===== src/rtl/alu_pkg.sv =====
// alu_pkg: op-code constants, FSM state encoding and shift kinds shared by the ALU unit.
package alu_pkg;
    localparam logic [3:0] ALU_OP_PASS_A = 4'b0000;
    localparam logic [3:0] ALU_OP_INC_A  = 4'b0001;
    localparam logic [3:0] ALU_OP_ADD    = 4'b0010;
    localparam logic [3:0] ALU_OP_ADD_C  = 4'b0011;
    localparam logic [3:0] ALU_OP_SUBB   = 4'b0100;
    localparam logic [3:0] ALU_OP_SUB    = 4'b0101;
    localparam logic [3:0] ALU_OP_DEC_A  = 4'b0110;
    localparam logic [3:0] ALU_OP_PASS_C = 4'b0111;
    localparam logic [3:0] ALU_OP_OR     = 4'b1000;
    localparam logic [3:0] ALU_OP_XNOR   = 4'b1010;
    localparam logic [3:0] ALU_OP_XOR    = 4'b1100;
    localparam logic [3:0] ALU_OP_NOT    = 4'b1110;
    localparam logic [3:0] ALU_OP_SHL    = 4'b1001;
    localparam logic [3:0] ALU_OP_SHR    = 4'b1011;
    localparam logic [3:0] ALU_OP_SRA    = 4'b1101;
    localparam logic [3:0] ALU_OP_ROL    = 4'b1111;

    typedef enum logic [1:0] {ST_IDLE, ST_BUSY, ST_DONE} state_t;
    typedef enum logic [1:0] {SH_SHL, SH_SHR, SH_SRA, SH_ROL} shift_t;
endpackage


===== src/rtl/alu_core_comb.sv =====
// alu_core_comb: combinational adder/logic/one-step shifter with Z/N/C/V flags.
// ALU_SHIFT_EN: logic ops with cin=1 become shifts (zero-amount form passes A through here).
module alu_core_comb
    import alu_pkg::*;
#(
    parameter int WIDTH = 8
) (
    input  logic [3:0]       i_op,
    input  logic [WIDTH-1:0] i_a,
    input  logic [WIDTH-1:0] i_b,
    input  logic             i_step,
    input  logic [WIDTH-1:0] i_sh_val,
    input  logic [1:0]       i_sh_kind,
    output logic [WIDTH-1:0] o_res,
    output logic             o_cout,
    output logic             o_zero,
    output logic             o_neg,
    output logic             o_ovf
);
    logic [WIDTH-1:0] w_y, w_logic, w_step;
    logic [WIDTH:0]   w_sum;
    logic             w_step_bit, w_shift_op;

`ifdef ALU_SHIFT_EN
    assign w_shift_op = i_op[3] & i_op[0];
`else
    assign w_shift_op = 1'b0;
`endif

    always_comb begin
        w_y = i_op[2:1] == 2'b00 ? '0 : i_op[2:1] == 2'b01 ? i_b : i_op[2:1] == 2'b10 ? ~i_b : '1;
        w_sum = {1'b0, i_a} + {1'b0, w_y} + {{WIDTH{1'b0}}, i_op[0]};
        w_logic = i_op[2:1] == 2'b00 ? i_a | i_b : i_op[2:1] == 2'b01 ? ~(i_a ^ i_b) :
                  i_op[2:1] == 2'b10 ? i_a ^ i_b : ~i_a;
        w_step = i_sh_kind == SH_SHL ? {i_sh_val[WIDTH-2:0], 1'b0} :
                 i_sh_kind == SH_SHR ? {1'b0, i_sh_val[WIDTH-1:1]} :
                 i_sh_kind == SH_SRA ? {i_sh_val[WIDTH-1], i_sh_val[WIDTH-1:1]} :
                                       {i_sh_val[WIDTH-2:0], i_sh_val[WIDTH-1]};
        // left shifts lose the msb, right shifts lose the lsb
        w_step_bit = (i_sh_kind == SH_SHL || i_sh_kind == SH_ROL) ? i_sh_val[WIDTH-1] : i_sh_val[0];
        o_res  = i_step ? w_step : w_shift_op ? i_a : i_op[3] ? w_logic : w_sum[WIDTH-1:0];
        o_cout = i_step ? w_step_bit : i_op[3] ? 1'b0 : w_sum[WIDTH];
        o_ovf  = (i_step || i_op[3]) ? 1'b0 :
                 (i_a[WIDTH-1] == w_y[WIDTH-1]) & (w_sum[WIDTH-1] != i_a[WIDTH-1]);
        o_zero = o_res == '0;
        o_neg  = o_res[WIDTH-1];
    end
endmodule


===== src/rtl/alu_seq_unit.sv =====
// alu_seq_unit: registered ALU with valid/ready on both sides and an IDLE/BUSY/DONE FSM.
// ALU_SHIFT_EN enables multi-cycle shifts; without it BUSY is never entered.
module alu_seq_unit
    import alu_pkg::*;
#(
    parameter int WIDTH = 8
) (
    input  logic             clk,
    input  logic             rst,
    input  logic             in_valid,
    output logic             in_ready,
    input  logic [3:0]       op,
    input  logic [WIDTH-1:0] a,
    input  logic [WIDTH-1:0] b,
    output logic             out_valid,
    input  logic             out_ready,
    output logic [WIDTH-1:0] result,
    output logic             cout,
    output logic             zero,
    output logic             neg,
    output logic             ovf
);
    localparam int SW = $clog2(WIDTH);

    state_t           r_state, w_next;
    shift_t           r_kind;
    logic [SW-1:0]    r_cnt;
    logic [WIDTH-1:0] r_sh, r_result, w_res;
    logic             r_cout, r_zero, r_neg, r_ovf;
    logic             w_cout, w_zero, w_neg, w_ovf;
    logic             w_accept, w_is_shift, w_start_busy, w_busy, w_last;

`ifdef ALU_SHIFT_EN
    assign w_is_shift = op[3] & op[0];
`else
    assign w_is_shift = 1'b0;
`endif

    assign w_start_busy = w_is_shift & (b[SW-1:0] != '0);
    assign w_busy = r_state == ST_BUSY;
    assign w_last = w_busy & (r_cnt == SW'(1));

    alu_core_comb #(.WIDTH(WIDTH)) u_core (
        .i_op      (op),
        .i_a       (a),
        .i_b       (b),
        .i_step    (w_busy),
        .i_sh_val  (r_sh),
        .i_sh_kind (r_kind),
        .o_res     (w_res),
        .o_cout    (w_cout),
        .o_zero    (w_zero),
        .o_neg     (w_neg),
        .o_ovf     (w_ovf)
    );

    always_comb begin
        in_ready  = r_state == ST_IDLE || (r_state == ST_DONE && out_ready);
        out_valid = r_state == ST_DONE;
        w_accept  = in_valid & in_ready;
        w_next    = r_state;
        if (w_accept)
            w_next = w_start_busy ? ST_BUSY : ST_DONE;
        else if (w_last)
            w_next = ST_DONE;
        else if (r_state == ST_DONE && out_ready)
            w_next = ST_IDLE;
    end

    always_ff @(posedge clk) begin
        if (rst)
            r_state <= ST_IDLE;
        else
            r_state <= w_next;
    end

    always_ff @(posedge clk) begin
        if (rst) begin
            r_result <= '0;
            r_cout   <= 1'b0;
            r_zero   <= 1'b0;
            r_neg    <= 1'b0;
            r_ovf    <= 1'b0;
            r_sh     <= '0;
            r_cnt    <= '0;
            r_kind   <= SH_SHL;
        end else begin
            if (w_busy) begin
                r_sh  <= w_res;
                r_cnt <= r_cnt - SW'(1);
            end
            if (w_accept && w_start_busy) begin
                r_sh   <= a;
                r_cnt  <= b[SW-1:0];
                r_kind <= shift_t'(op[2:1]);
            end
            // output registers change only when a result completes, so DONE holds them under backpressure
            if ((w_accept && !w_start_busy) || w_last) begin
                r_result <= w_res;
                r_cout   <= w_cout;
                r_zero   <= w_zero;
                r_neg    <= w_neg;
                r_ovf    <= w_ovf;
            end
        end
    end

    assign result = r_result;
    assign cout   = r_cout;
    assign zero   = r_zero;
    assign neg    = r_neg;
    assign ovf    = r_ovf;
endmodule


===== config.mk =====
export PLATFORM = sky130hd
export DESIGN_NAME = alu_seq_unit
export DESIGN_NICKNAME = d
export VERILOG_FILES = /design/src/rtl/alu_pkg.sv /design/src/rtl/alu_core_comb.sv /design/src/rtl/alu_seq_unit.sv
export SDC_FILE = /design/constraint.sdc
export NUM_CORES = 1
export LEC_CHECK = 0
export ABC_AREA = 1
export CAP_MARGIN = 25
export CORE_ASPECT_RATIO = 0.6
export CORE_MARGIN = 5
export CORE_UTILIZATION = 52
export CTS_CLUSTER_SIZE = 16
export DETAILED_ROUTE_END_ITERATION = 7
export PLACE_DENSITY = 0.86
export SETUP_SLACK_MARGIN = 0.4
export SLEW_MARGIN = 20
export SYNTH_ARGS = -nofsm -noshare
export SYNTH_HDL_FRONTEND = slang
export SYNTH_SLANG_ARGS = --single-unit

===== constraint.sdc =====
create_clock -name clk -period 4.64 [get_ports clk]
set_input_delay 1.16 -clock clk [delete_from_list [all_inputs] [get_ports clk]]
set_output_delay 1.16 -clock clk [all_outputs]
set_load 0.02 [all_outputs]

# Yosys cells after proc, flatten, opt, wreduce, memory -nomap -nowiden
# Index checks and enable logic that the tools add are counted.
[word_totals]
regBits = 13
latch_bits = 0
mem_bits_rw = 0
romBits = 0
output_inout_bits = 14
word_cells = 36
memories = 0
[op_classes]
add_sub_neg = 2
mul = 0
div = 0
n_lt_le_gt_ge = 0
eq_ne = 4
shifts = 0
n_mux = 11
bitwise = 7
reduce_logical = 6
[op_table]
columns = ["cell", "count"]
rows = [
  ["8-bit two-way mux", 7],
  ["8-bit NOT", 3],
  ["8-bit by 8-bit adder with 9-bit output", 1],
  ["9-bit by 1-bit adder with 9-bit output", 1],
  ["8-bit zero test", 1],
  ["8-bit OR", 1],
  ["8-bit XOR", 1],
  ["2-bit zero test", 2],
  ["2-bit two-way mux", 2],
  ["3-bit nonzero test", 1],
  ["1-bit bitwise AND", 2],
  ["2-bit by 1-bit == test with 1-bit output (second input constant)", 1],
  ["2-bit == test (second input constant)", 1],
  ["1-bit two-way mux", 2],
  ["1-bit == test", 1],
  ["1-bit logical AND", 1],
  ["1-bit logical OR", 1],
  ["1-bit inequality test", 1],
]

# Longest topological paths before layout
# Gate-level depths: netlist of the first run.
[depth]
ltp_word = 9
ltp_mapped = 16

# Hierarchy
# Synthesis of the first run repeated with hierarchy kept, for this count alone.
[unflattened]
hier_cells = 341
area_unflattened_um2 = 1978.1
[by_module_without_submodules]
columns = ["mod", "instances", "cells_each", "area_each_um2", "seq_area_each_um2"]
rows = [
  ["alu_core_comb", 1, 256, 1322.5, 0.0],
  ["alu_seq_unit", 1, 85, 655.6, 260.2],
]

# Worst setup path after synthesis of the first run
# No wires, ideal clock.
[synth_path]
path_type = "in2reg"
startpoint = "input op[1]"
endpoint = "register r_zero, in the netlist zero"
setup_time_ps = 66
arrival_time_ps = 3026
required_time_ps = 4574
path_slack_ps = 1548
stages = 16
cell_sequence = "buf_6 inv_1 nand2_1 o21ai_0 fa_1 fa_1 nand3b_1 nand2_1 nand2_1 nand2_1 nand2_1 nand3_1 nand2_1 nor2_1 nand2_1 a21oi_2"
[synth_via]
elab_chain_cells = 8
word_cells_on_any_way = 13
[synth_rtl]
columns = ["item", "line_no", "source"]
rows = [
  ["start: declaration", "alu_seq_unit.sv:12", "input logic [3:0] op,"],
  ["2-bit == test", "alu_core_comb.sv:31, alu_core_comb.sv:34", ""],
  ["8-bit two-way mux (3 in series)", "alu_core_comb.sv:31", "w_y = i_op[2:1] == 2'b00 ? '0 : i_op[2:1] == 2'b01 ? i_b : i_op[2:1] == 2'b10 ? ~i_b : '1;"],
  ["8-bit by 8-bit adder with 9-bit output", "alu_core_comb.sv:32", "w_sum = {1'b0, i_a} + {1'b0, w_y} + {{WIDTH{1'b0}}, i_op[0]};"],
  ["9-bit by 1-bit adder with 9-bit output", "alu_core_comb.sv:32", ""],
  ["8-bit two-way mux (*)", "alu_core_comb.sv:41", "o_res = i_step ? w_step : w_shift_op ? i_a : i_op[3] ? w_logic : w_sum[WIDTH-1:0];"],
  ["8-bit zero test (*)", "alu_core_comb.sv:45", "o_zero = o_res == '0;"],
  ["end signal: assignment", "alu_seq_unit.sv:101", "r_zero <= w_zero;"],
  ["end: declaration", "alu_seq_unit.sv:29", "logic r_cout, r_zero, r_neg, r_ovf;"],
]
# Mark *: on every way between the ends. The rest lies on a longest branch, timed or not.
# A chain may end at the register's enable or synchronous reset.

# Worst setup path in the final report of the first run
# Ends and elaborated chain as after synthesis.

==> results by group, run 1 <==
Finish
  – Design area: between 1500 and 2000 µm²
  – Fillers: roughly 230
  – NumNets Final: 308
  – Antenna cells: 0
  – Final Non-Filler Cells: ~300
  – Layout cells sized above 1: 6.77%
  – Synth-to-Final Area Change: 30.9%
  – Register Area: about 240 µm²
  – Multi-input logic area: roughly 930 µm²
  – Utilization after layout: 71.6%

Placed design
  – PortBufs: 37
  – Dpl cells: roughly 300
  – Area after DPL: around 1800 µm²
  – Detailed Place HPWL: 2810 µm
  – Pre-CTS setup slack: around 0.72 ns
  – Routability cong.: 0.879

Pwr
  – Design Power: just over 400 µW
  – VDD IR max: 0.122 mV
  – PD cells: about 230 nW/µm²
  – Clock Power Share: about 28%
  – Pleak: ~0.95 nW
  – Cell-internal power: 266 µW
  – Psw: 148 µW
  – Comb power frac: between 40% and 50%
  – Net Sw Frac: a little over a third
  – Power share of the sequential group: approximately 28%

Synth
  – Ys flop type: dfxtp_1
  – Post-Synth Simple-Gate Area: between 30% and 40%
  – Ys async rst share: 0%
  – Most common cell in the netlist: nand2_1
  – Synth top area share: 17.4%
  – Yosys top cell by area: dfxtp_1
  – Syn_area_per_cell: 5.97 µm²
  – Compound-Gate Fraction of Synth Area: between 10% and 20%
  – Post-synth EDFFs: 0
  – Gate Count Post-Synth: about 230
  – Largest cells by area after synthesis: dfxtp_1, nand2_1, ha_1
  – Adder-cell area share of the yosys netlist: ~17%
  – Post-synthesis mux area share: 0%
  – Largest family of logic cells by synthesized area: simple AND/OR/NAND/NOR gates
  – Synthesized area: ~1400 µm²
  – Synth Warn #: 0
  – Flops & latches, synth: 12
  – Register area share after synthesis: between 15 and 20%
  – XOR/XNOR share of the synthesized area: 1.27%
  – Post-Syn Nets: 272
  – Yosys cell types: 25
  – Synth cell count leaders: nand2_1, inv_1, nor2_1, o21ai_0, a21oi_1

Global routing
  – Largest net degree at the start of global routing: 17
  – Total GRT Usage: 17.9%
  – Number of global-route vias before repair: roughly 1300
  – Initial antenna violation count: 0
  – First-pass GRT wire length: around 5600 µm
  – Overflow after GRT: 0

STA
  – Worst setup margin: 0.945 ns
  – Clk_skew: a little over 0.005 ns
  – Post-route setup TNS: 0 ns
  – Finish-stage setup viols: 0
  – Worst slew margin: about three quarters
  – RSZ-0062 raised after global routing: false
  – Max Fclk: around 270 MHz
  – Hold_ws: between 0.4 and 0.5 ns
  – Final Hold Viols: 0
  – Pins over their slew limit: 0
  – Slew @ Worst Pin: around 0.38 ns
  – Fin crit share: 79.6%
  – Tmin final: ~3.7 ns

Clocking
  – H-tree level count: 1
  – CTS Root Cell: clkbuf_8
  – CTS Buffer Depth: 2
  – Hold-fix buffers, CTS: 0
  – CTS resizes: 0
  – Count of clock tree sinks: 12
  – Number of setup buffers added after CTS: 0
  – CTS tree: built
  – Clock transition at path regs: approximately 0.050 ns
  – Number of buffers created by CTS: 3
  – Clk_lat worst skew: 0.24 ns

Worst setup path
  – CP Max Fanout: 16
  – CP cell instances: clkdlybuf4s50_1, buf_4, inv_1, nand2_1, o21ai_0, fa_1, fa_1, nand3b_1, nand2_1, nand2_1, nand2_1, nand2_1, nand3_1, nand2_1, nor2_1, nand2_1, a21oi_2
  – CP required: around 4.8 ns
  – Crit path largest cell delay: between 0.4 and 0.5 ns
  – Worst path arrival time: about 3.9 ns
  – WS Path Type: in2reg
  – Most frequent CP cell: nand2_1
  – Slowest CP cell: clkdlybuf4s50_1
  – Worst Setup Start Kind: primary input
  – Setup crit end kind: flop

Die
  – Die Area: between 3000 and 4000 µm²
  – Die H: roughly 50 µm
  – Row Count: 14
  – Chip Width: ~76 µm
  – Core ar.: 2520 µm²
  – Starting Density: roughly 55%
  – Ports: 38

Status
  – Status: completed

Drt
  – DRC viols: 0
  – Routed WL per cell: 11.5 µm
  – Via total after detailed routing: approximately 1500
  – First drt pass iteration count: 4
  – Vias per cell: between 4 and 5
  – Routed Antenna Nets: 0
  – DR iter-0 viols: 75
  – Post-Route WL: between 3000 and 4000 µm

Min path
  – Min-delay worst type: reg2reg

Run
  – Max Cap Viol: 0
cells by family after synthesis:
| family | after synthesis |
|---|---|
| simple gates | 102 |
| buf+inv | 50 |
| compound gates | 48 |
| fa+ha+maj | 17 |
| flops | 12 |
| xor+xnor | 2 |
worst max-delay path, delay by kind of cell:
kind	cells	cell delay (ns)
AOI/OAI and AO/OA	2	0.21
adders and majority gates	2	0.86
buffers and inverters	3	0.77
and+or+nand+nor	10	0.88
worst paths after layout:
check	start	end	slack [ns]	cells after the start
setup / recovery	op[1]	zero	0.94	17
hold / removal	ovf	ovf	0.46	2
setup reg to reg	r_state[1]	zero	3.33	9
hold reg to reg	ovf	ovf	0.46	2
placed cells by master (no fill, tap or decap):
| cell | Yosys | routed |
|---|---|---|
| nand2_1 | 58 | 58 |
| inv_1 | 40 | 40 |
| clkdlybuf4s50_1 | 0 | 37 |
| nor2_1 | 20 | 20 |
| o21ai_0 | 18 | 18 |
| a21oi_1 | 17 | 17 |
| ha_1 | 15 | 15 |
| nand3_1 | 13 | 13 |
| dfxtp_1 | 12 | 12 |
| o21ai_1 | 10 | 10 |
| nand2_2 | 5 | 5 |
| clkbuf_8 | 0 | 4 |
| nand3b_1 | 3 | 3 |
| inv_2 | 2 | 2 |
| nor2_2 | 2 | 2 |
| xor2_1 | 2 | 2 |
| fa_1 | 2 | 2 |
| nand2_4 | 1 | 1 |
| o21ai_2 | 1 | 1 |
| clkinv_2 | 1 | 1 |
| o22ai_1 | 1 | 1 |
| a21oi_2 | 1 | 1 |
| buf_4 | 1 | 1 |
per-layer routing:
metal	track usage [%]	up-vias	share of wire (%)	wire [µm]
met5	0	-	0	0
met2	29.0	43	44	1510
met3	2.00	9	5.5	189
li1	-	799	-	-
met1	23.9	638	48	1670
met4	8.43	0	2.1	71
state kept, by name, summed over array words and instances (netlist names):
register and cells:
r_state 1, result 8, zero 1, ovf 1, cout 1
layout make-up:
type / instances / share of cell area (%)
Clock buffer: 4 / 3.05
Inverter: 43 / 9.01
Multi-Input combinational cell: 169 / 51.5
Sequential cell: 12 / 13.3
Tap cell: 32 / 2.22
Timing Repair Buffer: 38 / 20.9
power groups by stage:
stage          Sequential, mW  Clock [mW]  Combinational (mW)
6_report                0.115       0.114               0.184
5_1_grt                 0.116       0.120               0.207
4_1_cts                 0.116       0.116               0.183
3_5_place_dp            0.118           0               0.182
3_3_place_gp            0.117           0               0.178
2_1_floorplan           0.128           0               0.109
No activity file was read; power rests on OpenSTA's default activity.
==> run 2, diff against run 1 <==
--- a/config.mk
+++ b/config.mk
@@ -9,10 +9,10 @@
 export CAP_MARGIN = 25
 export CORE_ASPECT_RATIO = 0.6
 export CORE_MARGIN = 5
-export CORE_UTILIZATION = 52
+export CORE_UTILIZATION = 44
 export CTS_CLUSTER_SIZE = 16
 export DETAILED_ROUTE_END_ITERATION = 7
-export PLACE_DENSITY = 0.86
+export PLACE_DENSITY = 0.77
 export SETUP_SLACK_MARGIN = 0.4
 export SLEW_MARGIN = 20
 export SYNTH_ARGS = -nofsm -noshare
==> constraint.sdc (replaced) <==
create_clock -name clk -period 3.1 [get_ports clk]
set_input_delay 0.775 -clock clk [delete_from_list [all_inputs] [get_ports clk]]
set_output_delay 0.775 -clock clk [all_outputs]
set_load 0.02 [all_outputs]
==> run 2 against run 1 <==
Via count rose by 1.2%. Largest power group unchanged. Die area grew 15%. Cell count up 4.4%. Sequential cell count unchanged.
==> results by group, run 2 (synthesis gave the netlist of run 1 again) <==
Drt
  – Met2 WL: 1430 µm (-5.7%)
  – DRC viols: 0 (unchanged)
  – Post-Route WL: 3430 µm (-0.41%)
  – Routed WL per cell: 11.0 µm (-4.6%)
  – DRT met1 WL: 1730 µm (+4.1%)
  – Routed Antenna Nets: 0 (unchanged)
  – WL met3: 202 µm (+6.9%)
  – First drt pass iteration count: 4 (unchanged)
  – Via total after detailed routing: 1507 (+1.2%)
  – Vias per cell: 4.85 (-3.0%)
  – DR iter-0 viols: 83 (+11%)
  – Max Used Layer: met4

Finish
  – NumNets Final: 312 (+1.3%)
  – Synth-to-Final Area Change: 35.0%
  – Layout cells sized above 1: 11.9% (+5.1 points)
  – Final Non-Filler Cells: 311 (+4.4%)
  – Most common cell after layout, fill and taps aside: nand2_1
  – Antenna cells: 0 (unchanged)
  – Most frequent cells in the layout: nand2_1, inv_1, clkdlybuf4s50_1, nor2_1, a21oi_1
  – Max reg flops: 8 (unchanged)
  – Design area: 1860 µm² (+3.1%)

Pwr
  – Pleak: 0.968 nW (+2.0%)
  – Power share of the sequential group: 28.9% (+1.0 points)
  – Psw: 221 µW (+50%)
  – Cell-internal power: 378 µW (+42%)
  – PD cells: 322 nW/µm² (+40%)
  – Clock Power Share: 23.1% (-4.5 points)
  – VDD IR max: 0.139 mV (+14%)
  – Comb power frac: 48.0% (+3.5 points)
  – Net Sw Frac: 36.9% (+1.2 points)

Placed design
  – Detailed Place HPWL: 2740 µm (-2.4%)
  – PortBufs: 37 (unchanged)
  – Dpl cells: 308 (+4.8%)
  – Pre-CTS setup slack: -0.0989 ns (-0.819 ns)
  – Routability cong.: 0.948 (+7.9%)
  – Area after DPL: 1800 µm² (+2.6%)

Die
  – Die H: 53.4 µm (+7.0%)
  – Core ar.: 2930 µm² (+16%)
  – Starting Density: 47.1% (-7.6 points)
  – Ports: 38 (unchanged)
  – Chip Width: 82.3 µm (+7.6%)
  – Row Count: 15 (+1)
  – Die Area: 4390 µm² (+15%)

Worst setup path
  – Worst path arrival time: 2.83 ns (-1.04 ns)
  – WS Path Type: in2reg
  – Worst Setup Start Kind: primary input
  – R2R cell count: 9 (unchanged)
  – CP required: 3.27 ns (-1.55 ns)
  – Worst Setup EP: zero
  – CP Max Fanout: 3 (-13)
  – Crit path largest cell delay: 0.36 ns (-0.09 ns)
  – RR Startpoint: r_state[1]
  – Stages on worst setup path: 15 (-2)
  – WP buf/inv: 1 (-2)
  – Slowest CP cell: fa_2
  – CP top delay family: simple AND/OR/NAND/NOR gates
  – Worst reg-to-reg setup slack: 1.83 ns (-1.50 ns)
  – CP cell instances: dlygate4sd2_1, nand2_1, o21ai_2, fa_2, fa_2, nand3b_1, nand2_1, nand2_1, nand2_1, nand2_1, nand3_2, nand2_2, nor2_1, nand2_1, a21oi_2
  – CP startpoint: b[0]
  – Most frequent CP cell: nand2_1
  – Worst r2r dst: zero
  – Setup crit end kind: flop

STA
  – Pins over their slew limit: 0 (unchanged)
  – Worst setup margin: 0.442 ns (-0.503 ns)
  – Fin crit share: a little under nine tenths
  – Worst slew margin: 73.0% (-1.5 points)
  – Tmin final: approximately 2.7 ns
  – RSZ-0062 raised after global routing: false
  – Max Fclk: around 380 MHz
  – Final Hold Viols: 0 (unchanged)
  – Slew @ Worst Pin: 0.405 ns (+0.0235 ns)
  – Finish-stage setup viols: 0 (unchanged)
  – Clk_skew: 0.00274 ns (-0.00244 ns)

Clocking
  – CTS Root Cell: clkbuf_8
  – Number of buffers created by CTS: 3 (unchanged)
  – Count of clock tree sinks: 12 (unchanged)
  – Clk_lat worst skew: 0.24 ns (about the same)
  – H-tree level count: 1 (unchanged)
  – Clock transition at path regs: 0.05 ns (about the same)
  – Number of setup buffers added after CTS: 0 (unchanged)
  – CTS Buffer Depth: 2 (unchanged)
  – CTS tree: built

Global routing
  – Number of global-route vias before repair: 1203 (-4.3%)
  – Initial antenna violation count: 0 (unchanged)
  – First-pass GRT wire length: 5290 µm (-5.7%)
  – Largest net degree at the start of global routing: 16 (-1)
  – Overflow after GRT: 0 (unchanged)
  – Total GRT Usage: 15.6% (-2.3 points)

Run
  – Max Cap Viol: 0 (unchanged)

Min path
  – Min-delay worst type: reg2reg

Status
  – Status: completed
-- run 2: how the worst min path moves through the flow --
stage	depth (start not counted)	startpoint	slack, ns	to
finish	2	ovf	0.47	ovf
global route	2	cout	0.49	cout
CTS	2	cout	0.47	cout
detailed placement	2	cout	0.46	cout
global placement	2	cout	0.46	cout
floorplan	2	cout	0.54	cout
-- run 2: worst register-to-register path: stages (launching register included) --
cell and delay [ns]:
dfxtp_1 0.31, nand2_1 0.12, nand2_2 0.15, nor2_2 0.15, nand2_2 0.07, nor2_2 0.10, nand3_1 0.06, nor2_1 0.09
nand2_1 0.07, a21oi_2 0.10
-- run 2: through the flow --
step,hold WS [ns],setup TNS (ns),power [mW],util [%]
6_report,0.468,0,0.599,63.6
5_1_grt,0.494,0,0.646,63.6
4_1_cts,0.468,0,0.592,62.7
3_5_place_dp,0.460,-0.171,0.455,61.3
3_3_place_gp,0.458,-0.0375,0.452,61.3
2_1_floorplan,0.543,0,0.355,-
-- run 2: power by group through the flow --
stage	Combinational [mW]	Clock [mW]	Sequential, mW
floorplan	0.164	0	0.191
global placement	0.276	0	0.176
detailed placement	0.279	0	0.176
CTS	0.280	0.139	0.173
global route	0.321	0.150	0.174
finish	0.288	0.138	0.173
-- run 2: final cells by class --
| type | count | area, µm² |
|---|---|---|
| clock buffers | 3 | 41.3 |
| flip-flops and latches | 12 | 240 |
| well taps | 42 | 52.6 |
| repair buffers | 42 | 402 |
| fillers | 304 | 1070 |
| multi-input cells | 169 | 958 |
| inverters | 43 | 168 |
-- run 2: repair_timing --
action                                  CTS  global route
gates resized for setup                  11            12
gates cloned                              0             0
pin swaps                                 7             6
endpoints found under the setup margin    7             6
hold buffers                              0             0
-- run 2: routing by layer --
metal  up-vias  GRT usage (%)
met3         8           1.02
met1       648           22.6
li1        809              -
met5         -              0
met4         0           5.80
met2        42           23.8
